**config.mk**
```make
export PLATFORM = sky130hd
export DESIGN_NAME = mem_bus_arbiter
export DESIGN_NICKNAME = d
export VERILOG_FILES = /design/src/rtl/mem_bus_arbiter_pkg.sv /design/src/rtl/mem_bus_arbiter.sv
export SDC_FILE = /design/constraint.sdc
export NUM_CORES = 1
export LEC_CHECK = 0
export BUFFER_PORTS_ARGS = -buffer_cell sky130_fd_sc_hd__buf_4
export CAP_MARGIN = 20
export CORE_AREA = 2 2 106 108
export DETAILED_ROUTE_END_ITERATION = 12
export DIE_AREA = 0 0 108 110
export PLACE_DENSITY = 0.75
export SLEW_MARGIN = 40
export SYNTH_ARGS = -nofsm -noshare
export SYNTH_HDL_FRONTEND = slang
export SYNTH_SLANG_ARGS = --single-unit
```
**constraint.sdc**
```tcl
create_clock -name clk -period 4.4 [get_ports clk]
set_input_delay 0.22 -clock clk [delete_from_list [all_inputs] [get_ports clk]]
set_output_delay 0.22 -clock clk [all_outputs]
set_load 0.02 [all_outputs]
```
**src/rtl/mem_bus_arbiter_pkg.sv**
```systemverilog
// rtl/mem_bus_arbiter_pkg.sv - shared types and constants for the instruction/data memory bus arbiter
package mem_bus_arbiter_pkg;

    localparam int DATA_W = 32;

    // Access size encodings carried on data_size / bus_size
    localparam logic [1:0] SZ_BYTE = 2'd0;
    localparam logic [1:0] SZ_HALF = 2'd1;
    localparam logic [1:0] SZ_WORD = 2'd2;

    typedef enum logic [2:0] {
        IDLE   = 3'd0,
        I_ADDR = 3'd1,
        I_DATA = 3'd2,
        D_ADDR = 3'd3,
        D_DATA = 3'd4
    } arb_state_e;

    // True for the two states that carry a fetch on the bus
    function automatic logic is_inst_state(input arb_state_e st);
        return (st == I_ADDR) || (st == I_DATA);
    endfunction

endpackage

```
**src/rtl/mem_bus_arbiter.sv**
```systemverilog
// rtl/mem_bus_arbiter.sv - single-outstanding arbiter of fetch and load/store onto one SRAM-like bus (round-robin option: MEM_ARB_RR_EN)
module mem_bus_arbiter
    import mem_bus_arbiter_pkg::*;
(
    input  logic              clk,
    input  logic              rst,

    input  logic              inst_req,
    input  logic [DATA_W-1:0] inst_addr,
    input  logic              inst_cancel,
    output logic [DATA_W-1:0] inst_rdata,
    output logic              inst_data_ok,

    input  logic              data_req,
    input  logic              data_wr,
    input  logic [1:0]        data_size,
    input  logic [DATA_W-1:0] data_addr,
    input  logic [DATA_W-1:0] data_wdata,
    output logic [DATA_W-1:0] data_rdata,
    output logic              data_data_ok,

    output logic              bus_req,
    output logic              bus_wr,
    output logic [1:0]        bus_size,
    output logic [DATA_W-1:0] bus_addr,
    output logic [DATA_W-1:0] bus_wdata,
    input  logic              bus_addr_ok,
    input  logic              bus_data_ok,
    input  logic [DATA_W-1:0] bus_rdata,

    output logic              if_stall,
    output logic              mem_stall
);

    arb_state_e        state_q, state_d;
    logic [DATA_W-1:0] addr_q,  addr_d;
    logic [DATA_W-1:0] wdata_q, wdata_d;
    logic [1:0]        size_q,  size_d;
    logic              wr_q,    wr_d;
    logic              drop_q,  drop_d;

    logic              grant_data;
    logic              inst_done;
    logic              data_done;
    logic              req_out;
    logic              drop_now;

`ifdef MEM_ARB_RR_EN
    // last_q = 1 means the most recent grant went to the data side
    logic              last_q, last_d;

    // Round-robin: on a tie, the side that did not win last time goes first
    always_comb begin
        grant_data = data_req & ~(inst_req & last_q);
    end
`else
    // Fixed priority: loads/stores always win over fetches
    always_comb begin
        grant_data = data_req;
    end
`endif

    // A cancel arriving in the completing cycle must still suppress the fetch
    assign drop_now = drop_q | inst_cancel;

    // Next-state, request latching and completion strobes
    always_comb begin
        state_d   = state_q;
        addr_d    = addr_q;
        wdata_d   = wdata_q;
        size_d    = size_q;
        wr_d      = wr_q;
        drop_d    = drop_q;
        inst_done = 1'b0;
        data_done = 1'b0;
        req_out   = 1'b0;
`ifdef MEM_ARB_RR_EN
        last_d    = last_q;
`endif

        case (state_q)
            IDLE: begin
                drop_d = 1'b0;
                if (grant_data) begin
                    addr_d  = data_addr;
                    wdata_d = data_wdata;
                    size_d  = data_size;
                    wr_d    = data_wr;
                    state_d = D_ADDR;
`ifdef MEM_ARB_RR_EN
                    last_d  = 1'b1;
`endif
                end else if (inst_req) begin
                    addr_d  = inst_addr;
                    wdata_d = '0;
                    size_d  = SZ_WORD;
                    wr_d    = 1'b0;
                    state_d = I_ADDR;
`ifdef MEM_ARB_RR_EN
                    last_d  = 1'b0;
`endif
                end
            end

            I_ADDR: begin
                req_out = 1'b1;
                if (inst_cancel) begin
                    drop_d = 1'b1;
                end
                // A slave may accept and complete in the same cycle
                if (bus_addr_ok && bus_data_ok) begin
                    inst_done = ~drop_now;
                    drop_d    = 1'b0;
                    state_d   = IDLE;
                end else if (bus_addr_ok) begin
                    state_d = I_DATA;
                end
            end

            I_DATA: begin
                if (inst_cancel) begin
                    drop_d = 1'b1;
                end
                if (bus_data_ok) begin
                    inst_done = ~drop_now;
                    drop_d    = 1'b0;
                    state_d   = IDLE;
                end
            end

            D_ADDR: begin
                req_out = 1'b1;
                if (bus_addr_ok && bus_data_ok) begin
                    data_done = 1'b1;
                    state_d   = IDLE;
                end else if (bus_addr_ok) begin
                    state_d = D_DATA;
                end
            end

            D_DATA: begin
                if (bus_data_ok) begin
                    data_done = 1'b1;
                    state_d   = IDLE;
                end
            end

            default: begin
                state_d = IDLE;
            end
        endcase
    end

    // State and latched transaction registers
    always_ff @(posedge clk) begin
        if (rst) begin
            state_q <= IDLE;
            addr_q  <= '0;
            wdata_q <= '0;
            size_q  <= SZ_BYTE;
            wr_q    <= 1'b0;
            drop_q  <= 1'b0;
`ifdef MEM_ARB_RR_EN
            last_q  <= 1'b0;
`endif
        end else begin
            state_q <= state_d;
            addr_q  <= addr_d;
            wdata_q <= wdata_d;
            size_q  <= size_d;
            wr_q    <= wr_d;
            drop_q  <= drop_d;
`ifdef MEM_ARB_RR_EN
            last_q  <= last_d;
`endif
        end
    end

    // Bus side is driven only from the latched copy so it stays stable while waiting
    assign bus_req   = req_out;
    assign bus_wr    = wr_q;
    assign bus_size  = size_q;
    assign bus_addr  = addr_q;
    assign bus_wdata = wdata_q;

    // Completion strobes are masked during reset so an abandoned transaction never reports
    assign inst_data_ok = inst_done & ~rst;
    assign data_data_ok = data_done & ~rst;
    assign inst_rdata   = inst_data_ok ? bus_rdata : '0;
    assign data_rdata   = data_data_ok ? bus_rdata : '0;

    assign if_stall  = inst_req & ~inst_data_ok;
    assign mem_stall = data_req & ~data_data_ok;

    // The fetch-state helper is kept for debug visibility of the drop window
    logic in_fetch;
    assign in_fetch = is_inst_state(state_q);

endmodule

```
Yosys cells after proc, flatten, opt, wreduce, memory -nomap -nowiden

Cells that the tools add are included.

Bits of input ports: 138
Register bits after elaboration: 71
Output and inout bits: 136

Bitwise logic cells: 9
Reductions and logical operators: 8
Equality and inequality tests: 8
Mux-type cells: 29

Operator list:

| kind                                                                     | count |
|---|---|
| 32-bit 2-to-1 mux                                                        | 6 |
| 3-bit 2-to-1 mux                                                         | 7 |
| 3-bit one-hot mux with 4 select lines                                    | 1 |
| 1-bit 2-to-1 mux                                                         | 10 |
| 3-bit inequality test (second input constant)                            | 3 |
| 3-bit by 2-bit equality test with 1-bit output (second input constant)   | 2 |
| 1-bit AND                                                                | 4 |
| 2-bit 2-to-1 mux                                                         | 2 |
| 1-bit NOT                                                                | 4 |
| 1-bit one-hot mux with 2 select lines                                    | 2 |
| 4-bit AND reduction                                                      | 1 |
| 2-bit OR reduction                                                       | 2 |
| 3-bit by 1-bit equality test with 1-bit output (second input constant)   | 1 |
| 3-bit equality test (second input constant)                              | 1 |
| 3-bit zero test                                                          | 1 |
| 1-bit one-hot mux with 3 select lines                                    | 1 |
| 3-bit nonzero test                                                       | 1 |
| 2-bit by 1-bit inequality test with 1-bit output (second input constant) | 1 |
| 2-bit AND reduction                                                      | 1 |
| 2-bit nonzero test                                                       | 1 |
| 1-bit logical AND                                                        | 1 |
| 1-bit bitwise OR                                                         | 1 |

Depth between registers and ports, before layout

Depth in word-level cells: 7
Gate-level depth with buffers: 6
Depth with buffers taken out: 3

Least setup slack after synthesis

OpenSTA, ideal clock, no wires.

Kind: register to output
From: register state_q[0]
To: output data_rdata[22]
Buffers on the path: 2
Arrival: 1.429 ns
Cell stages (with the launch flop): 6
Setup slack: 2.751 ns
Required time: 4.180 ns
Cells stage by stage: dfxtp_1 > buf_6 > or3b_4 > a21oi_4 > buf_4 > and2_1

Cells in the longest elaborated chain, start to end: 4
Elaborated cells between the ends (all ways): 5
Classes of those cells: eq/ne: 2; mux: 2; bitwise: 1

RTL lines:

| element                                                                               | RTL line               | text |
|---|---|---|
| from (decl)                                                                           | mem_bus_arbiter.sv:35  | `arb_state_e state_q, state_d;` |
| from (signal assigned)                                                                | mem_bus_arbiter.sv:167 | `state_q <= state_d;` |
| 3-bit equality test or 3-bit by 2-bit equality test with 1-bit output (tied branches) | mem_bus_arbiter.sv:81  | `case (state_q)` |
| 1-bit one-hot mux with 2 select lines *                                               | mem_bus_arbiter.sv:81  |  |
| 1-bit AND *                                                                           | mem_bus_arbiter.sv:188 | `assign data_data_ok = data_done & ~rst;` |
| net data_data_ok                                                                      | mem_bus_arbiter.sv:20  | `output logic data_data_ok,` |
| 32-bit 2-to-1 mux *                                                                   | mem_bus_arbiter.sv:190 | `assign data_rdata = data_data_ok ? bus_rdata : '0;` |
| to (decl)                                                                             | mem_bus_arbiter.sv:19  | `output logic [DATA_W-1:0] data_rdata,` |

Mark *: on every way through the listed nets, which the timed path passes. The rest lies on a longest branch.

Final worst setup path

From: register state_q[2]
To: output data_rdata[24]

Cells in the longest elaborated chain, start to end: 4
Elaborated cells between the ends (all ways): 5
Classes of those cells: eq/ne: 2; mux: 2; bitwise: 1

RTL lines:

| element                                                                               | RTL line |
|---|---|
| 3-bit equality test or 3-bit by 2-bit equality test with 1-bit output (tied branches) | mem_bus_arbiter.sv:81 |
| 1-bit one-hot mux with 2 select lines *                                               | mem_bus_arbiter.sv:81 |
| 1-bit AND *                                                                           | mem_bus_arbiter.sv:188 |
| 32-bit 2-to-1 mux *                                                                   | mem_bus_arbiter.sv:190 |

Mark *: on every way between the ends. The rest lies on a longest branch, timed or not.

==> summary.md <==
| Metric | Value |
|---|---|
| Placed inst area | `~5700 µm²` |
| GRT overflow | `0` |
| Flops & latches, synth | `slightly above 70` |
| Via count | `3,975` |
| R2r setup slk | `2.45 ns` |
| CTS hold repair buffers | `0` |
| Worst Tran Pin Value | `0.787 ns` |
| Clock latency on the worst-skew pair | `between 0.3 and 0.4 ns` |
| Initial antenna violation count | `0` |
| Port bufs | `273` |
| Unrepaired setup endpoints after global routing | `false` |
| Syn nets | `566` |
| Req. time, crit path | `4.18 ns` |
| Total track usage | `18.6%` |
| Post-route cell area | `5870 µm²` |
| Final ANT Viol Nets | `0` |
| DRT Pass-1 Iters | `5` |
| Mean Syn Cell Area | `8.47 µm²` |
| Synth-to-layout area growth | `61.9%` |
| Crit share post-route | `59.7%` |
| Starting Density | `33.9%` |
| Lkg Pwr | `0.00279 µW` |
| Synth warnings | `0` |
| DRC errors left | `0` |
| Nets@finish | `810` |
| Clk_skew | `0.00903 ns` |
| Pwr/cell area | `between 300 and 400 nW/µm²` |
| Hold Path Depth | `3` |
| FP Rows | `38` |
| Post-CTS Resized | `0` |
| CTS root buffer | `clkbuf_8` |
| Worst reg2reg startpoint | `state_q[0]` |
| CP Class | `flip-flop to output pin` |
| # Max-Cap Violations | `0` |
| Hold path start | `data_wdata[2]` |
| Worst VDD drop | `roughly 0.00018 V` |
| Status | `complete, no violations` |
| Type of origin of the critical path | `flip-flop` |
| Final hold violations | `0` |
| Worst hold slack | `0.122 ns` |
| Hold EP | `bus_wdata[2]` |
| Clock Pin Slew Worst Setup and Hold Paths | `0.08 ns` |
| FF-to-FF End | `bus_addr[30]` |
| Routability cong. | `0.723` |
| Crit path max fanout | `34` |
| Clock Sink Count | `71` |
| Slew Limit Fails | `0` |
| Syn Inst Count | `428` |
| Fin util | `54.9%` |
| Slew headroom | `47.5%` |
| Die W | `around 110 µm` |
| Synth Cell Area | `roughly 3600 µm²` |
| FMAX | `381 MHz` |
| Diodes inserted | `0` |
| H-tree Lvls | `3` |
| Clk buf depth | `2` |
| Routed WL | `11.7 mm` |
| Hpwl dp | `8.77 mm` |
| Finish-stage setup viols | `0` |
| CTS tree | `yes` |
| Tmin final | `2.63 ns` |
| Iter 0 DRT Violations | `174` |
| Synth cell types | `38` |
| TNS Setup | `0 ns` |
| Per-cell routed wire length | `14.4 µm` |
| Worst Path Arrival | `~2.4 ns` |
| Via density | `4.87` |
| Die area | `11,900 µm²` |
| Seq/Total Area, Yosys | `about two fifths` |
| First-pass GRT wire length | `17.7 mm` |
| Worst Hold Class | `primary input to flip-flop` |
| CTS Buf Count | `9` |
| Core area | `10,700 µm²` |
| Vias in the first global route | `3,684` |
| Reg2reg path depth | `4` |
| Die Ht | `110 µm` |
| Share of cells above drive strength 1 | `44.3%` |
| Crit. End Element | `output pin` |
| Top Ports | `between 200 and 300` |
| Post-CTS Setup Repair Bufs | `0` |
| Largest net degree at the start of global routing | `75` |
==> metal layers <==
| layer | vias to the layer above | part of all wire (%) | track usage, % | wire, µm |
|---|---|---|---|---|
| met5 | - | 0 | 0 | 0 |
| met4 | 0 | 2.1 | 8.06 | 245 |
| met3 | 22 | 8.1 | 4.88 | 950 |
| met2 | 176 | 51 | 33.7 | 5980 |
| met1 | 1796 | 39 | 20.5 | 4560 |
| li1 | 1981 | - | - | - |
==> per-stage QoR <==
| step | power [µW] | worst slack [ns] | instances |
|---|---|---|---|
| detailed placement | 1430 | 2.05 | 801 |
| finish | 1940 | 1.77 | 817 |
| floorplan | 1150 | 2.75 | 428 |
| CTS | 1960 | 1.67 | 817 |
| global placement | 1410 | 2.16 | 798 |
| global route | 2040 | 1.63 | 817 |
==> placed cells by master, fill, tap and decap left out, types with 2 or more instances in the layout <==
cell type	netlist	final
clkbuf_8	0	10
or3_1	3	3
clkbuf_1	15	2
buf_4	4	276
o21ai_1	34	34
inv_1	2	2
a211oi_1	32	32
nand2_1	35	35
and2_1	65	65
dfxtp_1	71	71
nand2b_1	4	4
nor3_1	4	4
nor2_1	4	4
nor2b_1	6	6
clkinvlp_4	0	2
mux2i_1	33	33
a21oi_1	68	68
nand4b_1	2	2
==> power breakdown <==
group | leakage (µW) | total, µW | switching [µW] | internal [µW]
clock network | 0.0000932 | 525 | 245 | 280
registers | 0.000585 | 777 | 54.8 | 722
logic | 0.00211 | 636 | 345 | 292
total | 0.00279 | 1940 | 645 | 1290
==> kinds of logic (layout without fill, tap and decap cells) <==
| logic type | Yosys count | after routing | synth area share [%] |
|---|---|---|---|
| flops | 71 | 71 | 39.2 |
| xor+xnor | 1 | 1 | 0.242 |
| buf+inv | 47 | 296 | 7.04 |
| mux | 33 | 33 | 9.11 |
| simple gates | 132 | 132 | 21.4 |
| compound gates | 144 | 144 | 23.1 |
==> registers in the layout (all words and copies together), names as in the netlist <==
register	flops
bus_addr	32
bus_wdata	32
state_q	3
bus_size	2
bus_wr	1
drop_q	1
==> worst max-delay path: stages (launching register included) <==
cell     delay (ns)
dfxtp_1        0.68
or3b_4         0.46
a21oi_4        0.55
and2_1         0.23
buf_4          0.14
==> cell type report <==
cell class	instances	area, µm²
inverters	2	7.51
clock buffers	12	145
flip-flops and latches	71	1420
multi-input cells	310	1960
well taps	140	175
fillers	1008	4830
repair buffers	278	2110
clock inverters	4	53.8
==> how the worst max path moves through the flow <==
| stage | startpoint | endpoint | slack [ns] | cells past startpoint |
|---|---|---|---|---|
| 5_1_grt | state_q[2] | data_rdata[30] | 1.63 | 4 |
| 2_1_floorplan | state_q[0] | data_rdata[22] | 2.75 | 5 |
| 6_report | state_q[2] | data_rdata[24] | 1.77 | 4 |
| 3_5_place_dp | state_q[1] | inst_rdata[29] | 2.05 | 4 |
| 3_3_place_gp | state_q[1] | inst_rdata[21] | 2.16 | 4 |
| 4_1_cts | state_q[1] | inst_rdata[8] | 1.67 | 4 |
==> synth_stat cells, drive strengths merged <==
| library cell | count | share of area (%) |
|---|---|---|
| nor4 | 1 | 0.17 |
| nand2b | 4 | 0.69 |
| a21oi | 69 | 9.8 |
| dfxtp | 71 | 39 |
| or2 | 1 | 0.17 |
| and3b | 1 | 0.24 |
| a31oi | 1 | 0.17 |
| clkbuf | 15 | 1.6 |
| nor2b | 6 | 1.0 |
| nand4b | 2 | 0.48 |
| buf | 30 | 5.3 |
| xor2 | 1 | 0.24 |
| nor3 | 5 | 0.83 |
| a21boi | 2 | 0.41 |
| nor4b | 1 | 0.66 |
| a211o | 1 | 0.24 |
| nand2 | 35 | 3.6 |
| o21ai | 35 | 4.8 |
| nor2 | 6 | 1.3 |
| nand3 | 1 | 0.14 |
| o2111a | 1 | 0.31 |
| o31a | 1 | 0.24 |
| o22ai | 1 | 0.17 |
| or3b | 1 | 0.31 |
| mux2i | 33 | 9.1 |
| a311oi | 1 | 0.24 |
| inv | 2 | 0.21 |
| and2 | 65 | 11 |
| a211oi | 32 | 6.6 |
| or3 | 3 | 0.52 |
No activity file was read; power rests on OpenSTA's default activity.
